[src/rtl/serial_adder_if.sv]
// ---------------------------------------------------------------------------
// serial_adder_if
// Request/result bundle between a requester and the bit-serial adder.
//
// Handshake: the requester raises start with a/b/cin valid; the adder takes
// the request on any rising clock edge where busy==0 (IDLE or DONE) and
// ignores it while busy==1. There is no back-pressure beyond busy and no
// queuing. done is a one-cycle pulse marking the cycle in which sum/cout
// first show the new result; they then hold until the next pulse.
//
// Signals:
//   start     requester -> adder  request pulse
//   a, b      requester -> adder  WIDTH-bit operands
//   cin       requester -> adder  carry-in
//   busy      adder -> requester  addition in progress
//   done      adder -> requester  result-updated pulse
//   sum       adder -> requester  WIDTH-bit registered result
//   cout      adder -> requester  registered carry-out
//   fsm_state adder -> requester  controller state, for debug/checkers
// ---------------------------------------------------------------------------
interface serial_adder_if #(
    parameter int WIDTH = 8
);
    logic             start;
    logic [WIDTH-1:0] a;
    logic [WIDTH-1:0] b;
    logic             cin;
    logic             busy;
    logic             done;
    logic [WIDTH-1:0] sum;
    logic             cout;
    logic [1:0]       fsm_state;

    modport master (
        output start, a, b, cin,
        input  busy, done, sum, cout, fsm_state
    );

    modport slave (
        input  start, a, b, cin,
        output busy, done, sum, cout, fsm_state
    );
endinterface

[src/rtl/serial_adder.sv]
// ---------------------------------------------------------------------------
// serial_adder
// Bit-serial adder controller: one full-add cell (two half-adder stages and
// a carry OR) is reused for every bit position, LSB first, one bit per clock.
// An accepted start captures a/b/cin; WIDTH clocks later sum/cout update and
// done pulses for one cycle.
//
// Ports:
//   clk   rising-edge clock
//   rst   synchronous, active-high reset (clears all state, aborts any run)
//   bus   serial_adder_if.slave: start/a/b/cin in, busy/done/sum/cout and
//         fsm_state out
// ---------------------------------------------------------------------------
module serial_adder #(
    parameter int WIDTH = 8
) (
    input  logic          clk,
    input  logic          rst,
    serial_adder_if.slave bus
);
    // One extra bit so the counter cannot wrap inside a single operation.
    localparam int CW = $clog2(WIDTH) + 1;

    typedef enum logic [1:0] {
        IDLE = 2'd0,
        RUN  = 2'd1,
        DONE = 2'd2
    } state_t;

    state_t           state;
    state_t           state_next;

    logic [WIDTH-1:0] a_sh;
    logic [WIDTH-1:0] b_sh;
    logic [WIDTH-1:0] res_sh;
    logic [WIDTH-1:0] sum_q;
    logic             carry;
    logic             cout_q;
    logic [CW-1:0]    cnt;

    logic             p;
    logic             g1;
    logic             s;
    logic             g2;
    logic             carry_next;
    logic             last_bit;
    logic             accept;

    // Shared full-add cell built from two half adders.
    always_comb begin
        p          = a_sh[0] ^ b_sh[0];
        g1         = a_sh[0] & b_sh[0];
        s          = p ^ carry;
        g2         = p & carry;
        carry_next = g1 | g2;
        last_bit   = (cnt == CW'(WIDTH - 1));
        // DONE accepts a new request exactly like IDLE (back-to-back use).
        accept     = bus.start && ((state == IDLE) || (state == DONE));
    end

    // State register.
    always_ff @(posedge clk) begin
        if (rst) begin
            state <= IDLE;
        end else begin
            state <= state_next;
        end
    end

    // Next-state logic.
    always_comb begin
        state_next = state;
        case (state)
            IDLE:    if (accept) state_next = RUN;
            RUN:     if (last_bit) state_next = DONE;
            DONE:    state_next = accept ? RUN : IDLE;
            default: state_next = IDLE;
        endcase
    end

    // Datapath: operand/result shift registers, carry, bit counter.
    always_ff @(posedge clk) begin
        if (rst) begin
            a_sh   <= '0;
            b_sh   <= '0;
            res_sh <= '0;
            carry  <= 1'b0;
            cnt    <= '0;
            sum_q  <= '0;
            cout_q <= 1'b0;
        end else if (accept) begin
            a_sh   <= bus.a;
            b_sh   <= bus.b;
            res_sh <= '0;
            carry  <= bus.cin;
            cnt    <= '0;
        end else if (state == RUN) begin
            a_sh   <= {1'b0, a_sh[WIDTH-1:1]};
            b_sh   <= {1'b0, b_sh[WIDTH-1:1]};
            res_sh <= {s, res_sh[WIDTH-1:1]};
            carry  <= carry_next;
            cnt    <= cnt + CW'(1);
            // The final bit goes straight into sum alongside the shifted
            // partial result, so sum is complete on the edge entering DONE.
            if (last_bit) begin
                sum_q  <= {s, res_sh[WIDTH-1:1]};
                cout_q <= carry_next;
            end
        end
    end

    // Status outputs decode the state register directly, so they are glitch
    // free and busy/done are mutually exclusive by construction.
    always_comb begin
        bus.busy      = (state == RUN);
        bus.done      = (state == DONE);
        bus.sum       = sum_q;
        bus.cout      = cout_q;
        bus.fsm_state = state;
    end
endmodule

[src/flat_wrapper.sv]
// flat-port wrapper written by rule: the top's interface ports become plain ports
module serial_adder_flat 
#(
    parameter int WIDTH = 8
)
  (clk, rst, bus_start, bus_a, bus_b, bus_cin, bus_busy, bus_done, bus_sum, bus_cout, bus_fsm_state);
  serial_adder_if #(.WIDTH(WIDTH)) bus_i ();
  input  logic clk;
  input  logic rst;
  input wire logic [$bits(bus_i.start)-1:0] bus_start;
  input wire logic [$bits(bus_i.a)-1:0] bus_a;
  input wire logic [$bits(bus_i.b)-1:0] bus_b;
  input wire logic [$bits(bus_i.cin)-1:0] bus_cin;
  output wire logic [$bits(bus_i.busy)-1:0] bus_busy;
  output wire logic [$bits(bus_i.done)-1:0] bus_done;
  output wire logic [$bits(bus_i.sum)-1:0] bus_sum;
  output wire logic [$bits(bus_i.cout)-1:0] bus_cout;
  output wire logic [$bits(bus_i.fsm_state)-1:0] bus_fsm_state;
  assign bus_i.start = bus_start;
  assign bus_i.a = bus_a;
  assign bus_i.b = bus_b;
  assign bus_i.cin = bus_cin;
  assign bus_busy = bus_i.busy;
  assign bus_done = bus_i.done;
  assign bus_sum = bus_i.sum;
  assign bus_cout = bus_i.cout;
  assign bus_fsm_state = bus_i.fsm_state;
  serial_adder #(.WIDTH(WIDTH)) u_core (.clk(clk), .rst(rst), .bus(bus_i));
endmodule
[config.mk]
export PLATFORM = sky130hd
export DESIGN_NAME = serial_adder_flat
export DESIGN_NICKNAME = d
export VERILOG_FILES = /design/src/rtl/serial_adder_if.sv /design/src/rtl/serial_adder.sv /design/src/flat_wrapper.sv
export SDC_FILE = /design/constraint.sdc
export NUM_CORES = 1
export LEC_CHECK = 0
export BUFFER_PORTS_ARGS = -buffer_cell sky130_fd_sc_hd__buf_2
export CAP_MARGIN = 20
export CELL_PAD_IN_SITES_DETAIL_PLACEMENT = 2
export CELL_PAD_IN_SITES_GLOBAL_PLACEMENT = 2
export CORE_UTILIZATION = 34
export DETAILED_ROUTE_END_ITERATION = 7
export PLACE_DENSITY_LB_ADDON = 0.08
export SYNTH_ARGS = -nofsm -noshare
export SYNTH_HDL_FRONTEND = slang
export SYNTH_SLANG_ARGS = --single-unit
export TNS_END_PERCENT = 10
[constraint.sdc]
create_clock -name clk -period 3 [get_ports clk]
set_clock_uncertainty 0.1 [all_clocks]
set_input_delay 0.9 -clock clk [delete_from_list [all_inputs] [get_ports clk]]
set_output_delay 0.9 -clock clk [all_outputs]
set_load 0.005 [all_outputs]
==> impl.org, run 1 <==
** Synth
- Synth cell count leaders :: sky130_fd_sc_hd__dfxtp_1 (39), sky130_fd_sc_hd__nand2_1 (25), sky130_fd_sc_hd__nand2b_1 (21)
- In the synthesized netlist the async set-or-reset flop fraction comes to 0%.
- Number of flops mapped to enable cells by yosys :: 0
- Instance count of the mapped netlist :: 179
- Among all flip-flop cells after synthesis, the most frequent one is sky130_fd_sc_hd__dfxtp_1.
- Synthesized area :: 1600 sq um
- Cell taking the most area after synthesis :: sky130_fd_sc_hd__dfxtp_1
- In the post-synthesis netlist, the biggest area contributors are sky130_fd_sc_hd__dfxtp_1 (49%), sky130_fd_sc_hd__nand2b_1 (8.2%), sky130_fd_sc_hd__mux2i_1 (6.3%).
- Synthesized flop and latch total :: 39
- sky130_fd_sc_hd__dfxtp_1 is the most common cell in the netlist.
- Count of warnings emitted by yosys :: 0
- Share of the yosys chip area belonging to registers :: 48.8%
- Syn Nets :: 201
- Post-synth top area share :: 48.8%
- In this run the mean area of a mapped cell was 8.94 sq um.
- Counting distinct cell types in the post-synthesis netlist gives 26.

** Outcome
- Outcome :: complete, but fails checks
- Failing checks :: DRC

** Drt
- The first detailed-routing pass took 8 iterations.
- Post-route antenna net violation count :: 0
- For this block, the initial DRC count from the detailed router was 40.
- Vias :: 1,335
- In the final routed layout, each cell accounts on average for 15.6 um.
- The final layout contains routed wiring with a total length of 4.07 mm.
- Average vias per placed instance :: 5.11
- For this run, design rule violations remaining after detail routing come to 6.

** Setup path
- In this run the worst path has a maximum fanout of 6.
- The worst setup path is launched from a flop.
- Data on the critical path is required at its endpoint by 2.00 ns.
- The worst setup path is of the flop to primary output kind.
- Crit path DAT :: 1.03 ns
- In this design, the stage delay of the slowest critical-path cell is 0.42 ns.
- Cell Chain, Critical Path :: and2b_1 > buf_2
- The slowest stage of the critical path is the sky130_fd_sc_hd__dfxtp_1 cell.
- The worst setup path is captured at a primary output.

** GRT
- The first global-routing pass estimated 6.98 mm of wire.
- Combined global-route utilization of all metal layers :: 18.1%
- The number of global-route vias before repair is 1,424.
- Number of antenna violations at the first check in global routing :: 0
- Entering global routing, the biggest net connects 29 pins.
- After global routing the overflow that remains totals 0.

** Place
- Cell area after placement :: 1790 sq um
- Number of buffers inserted by port buffering :: 32
- The congestion estimate from routability-driven global placement came to 0.723.
- Including well taps, the total number of placed cells is 255.
- The wire-length estimate of the detail-placed layout is 2.88 mm.

** Timing
- The max-slew violation count is 0.
- Maximum clock frequency :: 493 MHz
- The worst path needs 2.03 ns of the cycle, external delays included.
- Measured against its own limit, the worst slew margin works out to 70.5%.
- Summed over all failing endpoints, the final setup total negative slack is 0 ns.
- Final setup violating endpoints :: 0
- Final Cycle Share :: 67.6%
- RSZ-0062 raised after global routing :: no
- Final Hold Violating Endpoints :: 0
- At the pin with the least slew margin, the transition time is 0.442 ns.

** Cells and area
- Final Instance Count excl. Fillers :: 261
- At the end of the flow, the number of nets in the layout was 232.
- 0 antenna diodes ended up in the layout.
- In the final layout, the share of cells above drive strength 1 is 20.6%.
- Layout Area Growth over Synthesis :: 16.5%
- Layout Utilization :: 41.9%
- Non-Filler Cell Area, Final :: 1860 sq um

** Power and ir drop
- Peak ir drop on the vdd network :: 0.223 mV
- Ratio of total power to cell area :: 541 nW/um^2
- For this design the static power due to leakage is 0.703 nW.

** CTS
- Buffers inserted to repair hold after CTS numbered 0.
- CTS tree :: built
- In this run the deepest clock path goes through 2 buffers.
- Post-CTS resize count :: 0
- Once the clock tree was built, the setup fixing pass inserted 0 buffers.
- Clock-pin transition on the worst setup and hold timing paths :: 0.07 ns
- CTS H-tree lvls :: 2
- TritonCTS created 5 clock buffers.
- Worst-skew pair later-pin latency :: 0.29 ns
- The tree is rooted in a sky130_fd_sc_hd__clkbuf_8.
- The clock drives 39 sinks.

** Die
- For this design the top-level I/O count stands at 33.
- From bottom edge to top edge, the die measures 70.6 um.
- The floorplan has 24 rows.
- Initial standard-cell utilization of the core :: 36.0%
- Placeable core region :: 4440 sq um
- Die width :: 70.6 um
- Area enclosed by the die boundary :: 4990 sq um

** Run
- Max capacitance violation total :: 0

** Worst hold path
- Tightest Hold Check Type :: flop to flop
[worst max-delay path, delay by kind of cell, from the launching register on]
family,cells,cell delay [ns]
flip-flops,1,0.42
AND/OR/NAND/NOR,1,0.20
buffers and inverters,1,0.12
[kinds of logic (layout without fill, tap and decap cells)]
kind of cell / after synthesis / count (layout) / synth area share (%)
adder cells (fa/ha/maj): 2 / 2 / 2.03
flip-flops: 39 / 39 / 48.8
AO/OA/AOI/OAI: 29 / 29 / 11.0
buffers and inverters: 14 / 44 / 4.69
AND/OR/NAND/NOR: 83 / 83 / 26.1
XOR/XNOR: 2 / 2 / 1.09
multiplexers: 10 / 10 / 6.26
[placed cells by master, fill, tap and decap left out]
| cell type | instances |
|---|---|
| sky130_fd_sc_hd__a311oi_1 | 4 |
| sky130_fd_sc_hd__nand3_1 | 4 |
| sky130_fd_sc_hd__fa_1 | 1 |
| sky130_fd_sc_hd__and2b_1 | 1 |
| sky130_fd_sc_hd__nor2_4 | 1 |
| sky130_fd_sc_hd__clkinv_1 | 1 |
| sky130_fd_sc_hd__xnor2_1 | 1 |
| sky130_fd_sc_hd__nand3b_1 | 2 |
| sky130_fd_sc_hd__ha_1 | 1 |
| sky130_fd_sc_hd__a21oi_1 | 13 |
| sky130_fd_sc_hd__nor3_1 | 20 |
| sky130_fd_sc_hd__mux2i_1 | 10 |
| sky130_fd_sc_hd__o22ai_1 | 9 |
| sky130_fd_sc_hd__clkbuf_8 | 5 |
| sky130_fd_sc_hd__nand2b_1 | 21 |
| sky130_fd_sc_hd__nor2b_1 | 1 |
| sky130_fd_sc_hd__clkbuf_1 | 1 |
| sky130_fd_sc_hd__a22oi_1 | 2 |
| sky130_fd_sc_hd__buf_4 | 5 |
| sky130_fd_sc_hd__nand2_1 | 25 |
| sky130_fd_sc_hd__or3_1 | 1 |
| sky130_fd_sc_hd__dfxtp_1 | 39 |
| sky130_fd_sc_hd__o21ai_0 | 1 |
| sky130_fd_sc_hd__xor2_1 | 1 |
| sky130_fd_sc_hd__buf_2 | 32 |
| sky130_fd_sc_hd__nor2_1 | 7 |
[state kept, by name (all words and copies together), names as in the netlist]
register	cells
u_core.a_sh	8
u_core.b_sh	8
u_core.bus.cout	1
u_core.bus.fsm_state	2
u_core.bus.sum	8
u_core.carry	1
u_core.cnt	4
u_core.res_sh	7
[per-stage QoR]
step                setup WS (ns)  hold slack (ns)  power, W
finish                      0.973            0.357   0.00101
global route                0.897            0.396   0.00106
CTS                         0.951            0.362   0.00102
detailed placement          0.914            0.352  0.000696
global placement             1.02            0.352  0.000687
floorplan                    1.14            0.337  0.000654
[power breakdown]
part	switching, W	internal [W]	leakage [nW]
clock network	0.000171	0.000155	0.0371
logic	0.0000723	0.0000515	0.348
registers	0.0000164	0.000542	0.318
total	0.000260	0.000749	0.703
[worst paths after layout]
| path | startpoint | end | slack [ns] | cells past startpoint |
|---|---|---|---|---|
| hold reg to reg | u_core.res_sh[1] | u_core.res_sh[1] | 0.36 | 2 |
| setup reg to reg | u_core.bus.fsm_state[0] | u_core.bus.sum[1] | 1.43 | 4 |
| hold / removal | u_core.res_sh[1] | u_core.res_sh[1] | 0.36 | 2 |
| setup / recovery | u_core.bus.fsm_state[0] | bus_done | 0.97 | 2 |
[layout make-up]
class	instances	area (sq um)
Sequential cell	39	781
Multi-Input combinational cell	126	744
Fill cell	503	2580
Clock buffer	6	72.6
Timing Repair Buffer	37	198
Tap cell	52	65.1
Inverter	1	3.75
[routing by layer]
metal / vias to the layer above / global-route usage (%) / wire length, um
met5: - / 0 / 0
met4: 0 / 8.00 / 80
met3: 7 / 3.85 / 155
met2: 26 / 28.9 / 1890
met1: 631 / 23.9 / 1950
li1: 671 / - / -
Note: power is estimated with default switching activity, not from simulation.
==> run 2, diff against run 1 <==
--- a/config.mk
+++ b/config.mk
@@ -9,7 +9,7 @@
 export CAP_MARGIN = 20
 export CELL_PAD_IN_SITES_DETAIL_PLACEMENT = 2
 export CELL_PAD_IN_SITES_GLOBAL_PLACEMENT = 2
-export CORE_UTILIZATION = 34
+export CORE_UTILIZATION = 32
 export DETAILED_ROUTE_END_ITERATION = 7
 export PLACE_DENSITY_LB_ADDON = 0.08
 export SYNTH_ARGS = -nofsm -noshare
==> constraint.sdc (replaced) <==
create_clock -name clk -period 1.9 [get_ports clk]
set_clock_uncertainty 0.1 [all_clocks]
set_input_delay 0.57 -clock clk [delete_from_list [all_inputs] [get_ports clk]]
set_output_delay 0.57 -clock clk [all_outputs]
set_load 0.005 [all_outputs]
==> run 2 against run 1 <==
  * The flow now finishes without violations
  * Flip-flop and latch count unchanged
  * Hold slack better by 0.016 ns
  * Wire length is 7.5% higher
  * Register-to-register slack lost 1.1 ns
  * Power grew 81%
  * Design area grew 4.2%
  * Via count is 4.6% higher
  * Global-route usage rose by 0.45 points
  * Count of clock-buffer cells in the layout unchanged
  * Final cell count rose by 7.3%
  * Clock power is 130% higher
  * First-iteration DRC count increased by 38%
  * Critical endpoint is now bus_busy
  * Largest cell class unchanged
  * Largest power group unchanged
==> impl.org, run 2 (synthesis gave the netlist of run 1 again) <==
** Power and ir drop
- In this run the static leakage power is 0.737 nW.
- Switching part of the total :: 25.1%
- IR analysis of the VDD net gives a maximum drop of 0.362 mV.
- Relative contribution of the clock network to total power :: 40.5%
- Of the total power, registers draw 48.4%.
- The design draws 0.00182 W.
- Combinational logic burns 11.1% of the power.
- Dividing total power by cell area gives a power density of 938 nW/um^2.
- Cell internal power was estimated by the tool at 0.00137 W.
- The analysis attributes to net switching a power of 0.000457 W.

** GRT
- Global-route wire length before repair :: 7.41 mm
- GRT overflow :: 0
- Global routing used 18.6% of the available tracks across all layers.
- Met1 usage in global routing :: 23.4%
- Global routing consumed, on the met3 layer, 4.56% of the routing resources.
- Layer with the highest usage after global routing :: met2
- The initial antenna violation count was 0.
- The number of global-route vias before repair is 1,491.
- Met2 track demand over resource :: 31.3%
- Entering global routing, the biggest net connects 29 pins.

** Cells and area
- Layout Area Growth over Synthesis :: 21.4%
- # nets final :: 234
- Leading cell type in the layout, fill and taps excluded :: sky130_fd_sc_hd__dfxtp_1
- Fill cell count :: 544
- The number of antenna diodes in the final layout is 0.
- Share of layout cells above drive strength 1 :: 22.5%
- Final Instance Count excl. Fillers :: 280
- Commonest cells after routing, fill and taps aside :: sky130_fd_sc_hd__dfxtp_1 (39), sky130_fd_sc_hd__buf_2 (32), sky130_fd_sc_hd__nand2_1 (25), sky130_fd_sc_hd__nand2b_1 (21), sky130_fd_sc_hd__nor3_1 (20)

** Setup path
- Worst EP required :: 1.23 ns
- Max FO, Critical Path :: 4
- Data arrives at the worst endpoint at 1.04 ns.
- CP Launch Type :: flop
- Sort of element at the end of the critical path :: primary output
- Kind of critical path :: flop to primary output
- In this run the worst setup path begins at u_core.bus.fsm_state[1].
- The startpoint identified for the worst register-to-register timing path is u_core.bus.fsm_state[0].

** Worst hold path
- Worst Min Path Start :: u_core.res_sh[1]
- Tightest Hold Check Type :: flop to flop

** Die
- The die covers 5290 sq um.
- Top-level port count :: 33
- Floorplan row count :: 25
- The floorplan step set the die height to 72.7 um.
- Initial standard-cell utilization of the core :: 33.7%
- The die is 72.7 um wide.
- The core region is 4750 sq um.

** Timing
- Setup repair after global routing left no endpoint under its margin.
- The max-slew violation count was 0.
- For the pin with the worst max-slew slack, the measured transition is 0.470 ns.
- Of the available clock period, the critical path in the final layout requires 89.8%.
- For the final routed database, the setup TNS stands at 0 ns.
- Min Clock Period, post-route :: 1.71 ns
- The number of hold-slack violations in the final timing report was 0.
- Final setup violating endpoints :: 0
- Timing would allow up to 586 MHz.
- Measured against its own limit, the worst slew margin works out to 68.7%.

** Outcome
- Outcome :: complete, no violations

** CTS
- Hold bufs inserted after CTS :: 0
- After clock tree synthesis, the setup repair step added 0 buffers.
- CTS H-tree lvls :: 2
- Counting the buffers created by CTS gives 5.
- The longest clock path from root to sink contains 2 buffers.
- Clock-pin transition on the worst setup and hold timing paths :: 0.08 ns
- Post-CTS resize count :: 0
- Clock tree root driver cell :: sky130_fd_sc_hd__clkbuf_8
- CTS tree :: built
- Clock latency on the worst-skew pair, taken at its later pin, is 0.30 ns.
- Total number of clock tree sinks :: 39

** Drt
- Detailed routing inserted a total of 1,397 vias.
- Final wirelength :: 4.38 mm
- For this run, the detailed router's first-pass iteration total came to 4.
- After detailed routing, the number of remaining DRC violations is 0.
- Post-route antenna net violation count :: 0
- Using the TritonRoute via totals, the vias-per-cell ratio works out to 4.99.
- Detailed Route Iter0 Violations :: 55
- Dividing the detail-routed wire length by the instance count gives 15.6 um.

** Place
- In this run, placement finished with an instance count of 272.
- Final Wtd Congestion :: 0.746
- Summed over all nets, the half-perimeter wirelength after detailed placement is 3.08 mm.
- During placement, the flow inserted port buffers numbering 32.

** Run
- Max capacitance violation total :: 0
==> run 2: cell types whose count changed in the layout (fill, tap and decap cells not counted) <==
cell,change
sky130_fd_sc_hd__buf_4,+2
sky130_fd_sc_hd__bufinv_16,+1
sky130_fd_sc_hd__clkbuf_1,-1
sky130_fd_sc_hd__clkbuf_8,+1
sky130_fd_sc_hd__clkinv_2,+1
==> run 2: per-layer routing <==
metal | wire length (um) | vias up | share of wire (%)
li1 | - | 681 | -
met1 | 2120 | 687 | 48
met2 | 2050 | 23 | 47
met3 | 152 | 6 | 3.5
met4 | 55 | 0 | 1.3
met5 | 0 | - | 0
==> run 2: worst max-delay path, stage by stage (launching register included) <==
cell                       delay, ns
sky130_fd_sc_hd__dfxtp_1        0.37
sky130_fd_sc_hd__nand2b_1       0.15
sky130_fd_sc_hd__clkinv_1       0.10
sky130_fd_sc_hd__buf_2          0.14
==> run 2: layout make-up <==
class	count	area [sq um]	share of cell area, %
Sequential cell	39	781	40.2
Multi-Input combinational cell	126	744	38.3
Timing Repair Buffer	39	213	10.9
Tap cell	67	83.8	4.31
Clock buffer	6	82.6	4.25
Clock inverter	2	35.0	1.80
Inverter	1	3.75	0.193
==> run 2: through the flow <==
step                setup slack (ns)  hold slack (ns)  utilization (%)  instance area (sq um)
floorplan                      0.370            0.337                -                   1600
global placement               0.349            0.350             38.4                   1830
detailed placement             0.249            0.370             38.4                   1830
CTS                            0.168            0.381             40.9                   1940
global route                  0.0732            0.391             40.9                   1940
finish                         0.194            0.373             40.9                   1940
==> run 2: power by group through the flow <==
stage / Sequential (W) / Clock [W] / Combinational [W]
after detailed placement: 0.000901 / 0 / 0.000204
final: 0.000882 / 0.000739 / 0.000202
after floorplan: 0.000893 / 0 / 0.000140
after global placement: 0.000897 / 0 / 0.000191
after CTS: 0.000882 / 0.000754 / 0.000206
after global routing: 0.000887 / 0.000791 / 0.000226
==> run 2: path summary, 6_finish.rpt <==
check | slack [ns] | endpoint | cells after the start
max | 0.19 | bus_busy | 3
min | 0.37 | u_core.res_sh[1] | 2
max reg2reg | 0.32 | u_core.bus.sum[3] | 4
min reg2reg | 0.37 | u_core.res_sh[1] | 2
==> run 3, diff against run 2 <==
--- a/config.mk
+++ b/config.mk
@@ -11,6 +11,7 @@
 export CELL_PAD_IN_SITES_GLOBAL_PLACEMENT = 2
 export CORE_UTILIZATION = 32
 export DETAILED_ROUTE_END_ITERATION = 7
+export GPL_TIMING_DRIVEN = 0
 export PLACE_DENSITY_LB_ADDON = 0.08
 export SYNTH_ARGS = -nofsm -noshare
 export SYNTH_HDL_FRONTEND = slang
==> constraint.sdc (replaced) <==
create_clock -name clk -period 1.6 [get_ports clk]
set_clock_uncertainty 0.1 [all_clocks]
set_input_delay 0.48 -clock clk [delete_from_list [all_inputs] [get_ports clk]]
set_output_delay 0.48 -clock clk [all_outputs]
set_load 0.005 [all_outputs]
==> run 3 against run 2 <==
  * Final cell count up 1.8%
  * Clock power down 17%
  * Die area unchanged
  * Hold slack worse by 0.038 ns
  * Utilization up 0.29 points
  * Non-clock buffer count up 7
  * Wire length down 0.66%
  * Setup slack worse by 0.16 ns
  * First-iteration DRC count down 25%
  * Combinational power up 23%
  * Design area up 0.71%
  * Register-to-register slack worse by 0.21 ns
  * Largest cell class unchanged
==> impl.org, run 3 (synthesis gave the netlist of run 1 again) <==
** Outcome
- Outcome :: complete, no violations

** Cells and area
- Share of layout cells above drive strength 1 :: 24.8%
- 0 antenna diodes ended up in the layout.
- Commonest cells after routing, fill and taps aside :: sky130_fd_sc_hd__buf_2 (39), sky130_fd_sc_hd__dfxtp_1 (37), sky130_fd_sc_hd__nand2_1 (25), sky130_fd_sc_hd__nand2b_1 (20), sky130_fd_sc_hd__nor3_1 (20)
- The multi-input combinational cells in the finished layout cover a total of 752 sq um.
- Non-Filler Cell Area, Final :: 1960 sq um
- Sequential Area :: 783 sq um
- After the last flow step, the layout net total stands at 241.
- Leading cell type in the layout, fill and taps excluded :: sky130_fd_sc_hd__buf_2
- Fill cell count :: 554
- Layout Area Growth over Synthesis :: 22.3%

** Setup path
- STA classifies the critical path endpoint as a primary output.
- Cell Chain, Critical Path :: and2b_1 > buf_2
- At the worst endpoint, the arrival time is 0.99 ns.
- In this design, the stage delay of the slowest critical-path cell is 0.40 ns.
- Kind of critical path :: flop to primary output
- Buffering stage count on the worst path with inverters included :: 1
- CP max-delay cell :: sky130_fd_sc_hd__dfxtp_2
- The worst setup path is launched from a flop.
- Worst EP required :: 1.02 ns
- Max FO, Critical Path :: 6
- Family with the most delay on the worst path :: flip-flops

** CTS
- Clock-pin transition on the worst setup and hold timing paths :: 0.07 ns
- Worst-skew pair later-pin latency :: 0.29 ns
- Hold bufs inserted after CTS :: 0
- Clock tree synthesis inserted a total of 5 buffers.
- The longest clock path from root to sink contains 2 buffers.
- The clock tree synthesis step divided the H-tree into 2 levels.
- The cell sitting at the root of the clock tree is a sky130_fd_sc_hd__clkbuf_8.
- Total number of clock tree sinks :: 39
- TritonCTS built the clock tree.

** Drt
- Final wirelength :: 4.35 mm
- The routed layout has 1,416 vias.
- Average wire per standard cell :: 15.3 um
- 1st-pass router iterations :: 4
- Post-route antenna net violation count :: 0
- Number of DRC violations after detailed routing :: 0
- The first routing iteration left 41 violations.
- Average vias per placed instance :: 4.97

** Power and ir drop
- Switching part of the total :: 26.0%
- VDD sags by at most 0.283 mV.
- Sequential cells burn 54.9% of the power.
- Summed over all nets, the switching power comes to 0.000495 W.
- Combinational cell fraction of total power :: 13.1%
- In this run, the clock network consumes 32.1% of the power.
- Cell internal power was estimated by the tool at 0.00141 W.
- For this design the ratio of total power to cell area is 975 nW/um^2.
- In this run the static leakage power is 0.741 nW.

** Die
- The die covers 5290 sq um.
- Die width :: 72.7 um
- After floorplanning, the core was divided into 25 placement rows.
- The total area inside the core boundary comes to 4750 sq um.
- Top-level port count :: 33
- In this run the vertical extent of the chip is 72.7 um.
- Initial standard-cell utilization of the core :: 33.7%

** Worst hold path
- The tightest min-delay check is of the primary input to flop type.

** Place
- Final Wtd Congestion :: 0.753
- Cell area after placement :: 1840 sq um
- Number of buffers inserted by port buffering :: 31
- Detailed placement ended at an HPWL of 3.17 mm.

** Timing
- Final setup violating endpoints :: 0
- Derived from the worst setup path, the maximum achievable clock frequency is 638 MHz.
- Final Hold Violating Endpoints :: 0
- Final Cycle Share :: 98.0%
- Hold is met by 0.335 ns.
- After layout, the minimum clock period comes to 1.57 ns.
- RSZ-0062 raised after global routing :: yes
- At the pin with the least slew margin, the transition time is 0.434 ns.
- Number of pins exceeding their max-slew limit in the final report :: 0
- Worst slew margin relative to its limit :: 71.0%
- Total Negative Setup Slacks :: 0 ns

** GRT
- The initial antenna violation count came to 0.
- The number of global-route vias before repair came to 1,456.
- Combined global-route utilization of all metal layers :: 17.9%
- GRT overflow :: 0
- Maximum number of pins on one net before global-route repair :: 18
- Global-route wire length before repair :: 7.09 mm

** Run
- Max capacitance violation total :: 0
-- run 3: final timing paths --
kind                                 from                to  slack, ns  cells after the start
hold / removal                   bus_b[7]    u_core.b_sh[7]       0.33                      3
setup reg to reg  u_core.bus.fsm_state[0]    u_core.b_sh[2]       0.11                      4
hold reg to reg          u_core.res_sh[1]  u_core.res_sh[1]       0.36                      2
setup / recovery  u_core.bus.fsm_state[0]          bus_done       0.03                      2
-- run 3: power by group through the flow --
stage,clock network [W],logic (W),registers [W]
after CTS,0.000638,0.000254,0.00105
after global placement,0,0.000238,0.00106
after detailed placement,0,0.000250,0.00107
after floorplan,0,0.000166,0.00106
final,0.000612,0.000249,0.00105
after global routing,0.000673,0.000278,0.00105
-- run 3: cell type report --
cell class / instances / share of cell area, %
Multi-Input combinational cell: 126 / 38.4
Timing Repair Buffer: 34 / 9.72
Clock buffer: 6 / 3.71
Inverter: 1 / 0.448
Tap cell: 67 / 4.28
Sequential cell: 39 / 40.0
Buffer: 12 / 3.39
-- run 3: worst register-to-register path: stages (launching register included) --
cell and delay, ns:
sky130_fd_sc_hd__dfxtp_2 0.36, sky130_fd_sc_hd__nor2b_1 0.37, sky130_fd_sc_hd__buf_2 0.33, sky130_fd_sc_hd__nor3_1 0.08, sky130_fd_sc_hd__nor3_1 0.17
-- run 3: through the flow --
stage          std cells  total power (W)  utilization (%)  worst slack [ns]
2_1_floorplan        179          0.00123                -             0.160
3_3_place_gp         277          0.00130             38.7            -0.153
3_5_place_dp         277          0.00132             38.7            -0.191
4_1_cts              283          0.00194             40.4           -0.0367
5_1_grt              285          0.00200             41.2          -0.00458
6_report             285          0.00191             41.2            0.0315
-- run 3: timing repair --
| action | in CTS | in global routing |
|---|---|---|
| hold endpoints to repair | 0 | 0 |
| pin swaps | 0 | 1 |
| resized for setup | 3 | 3 |
| setup endpoints to repair | 2 | 15 |
| setup buffers | 1 | 2 |
-- run 3: metal layers --
| metal | track usage (%) | share of wire [%] |
|---|---|---|
| met3 | 3.45 | 2.8 |
| met4 | 7.19 | 1.5 |
| met2 | 30.4 | 48 |
| met1 | 22.2 | 48 |
| met5 | 0 | 0 |
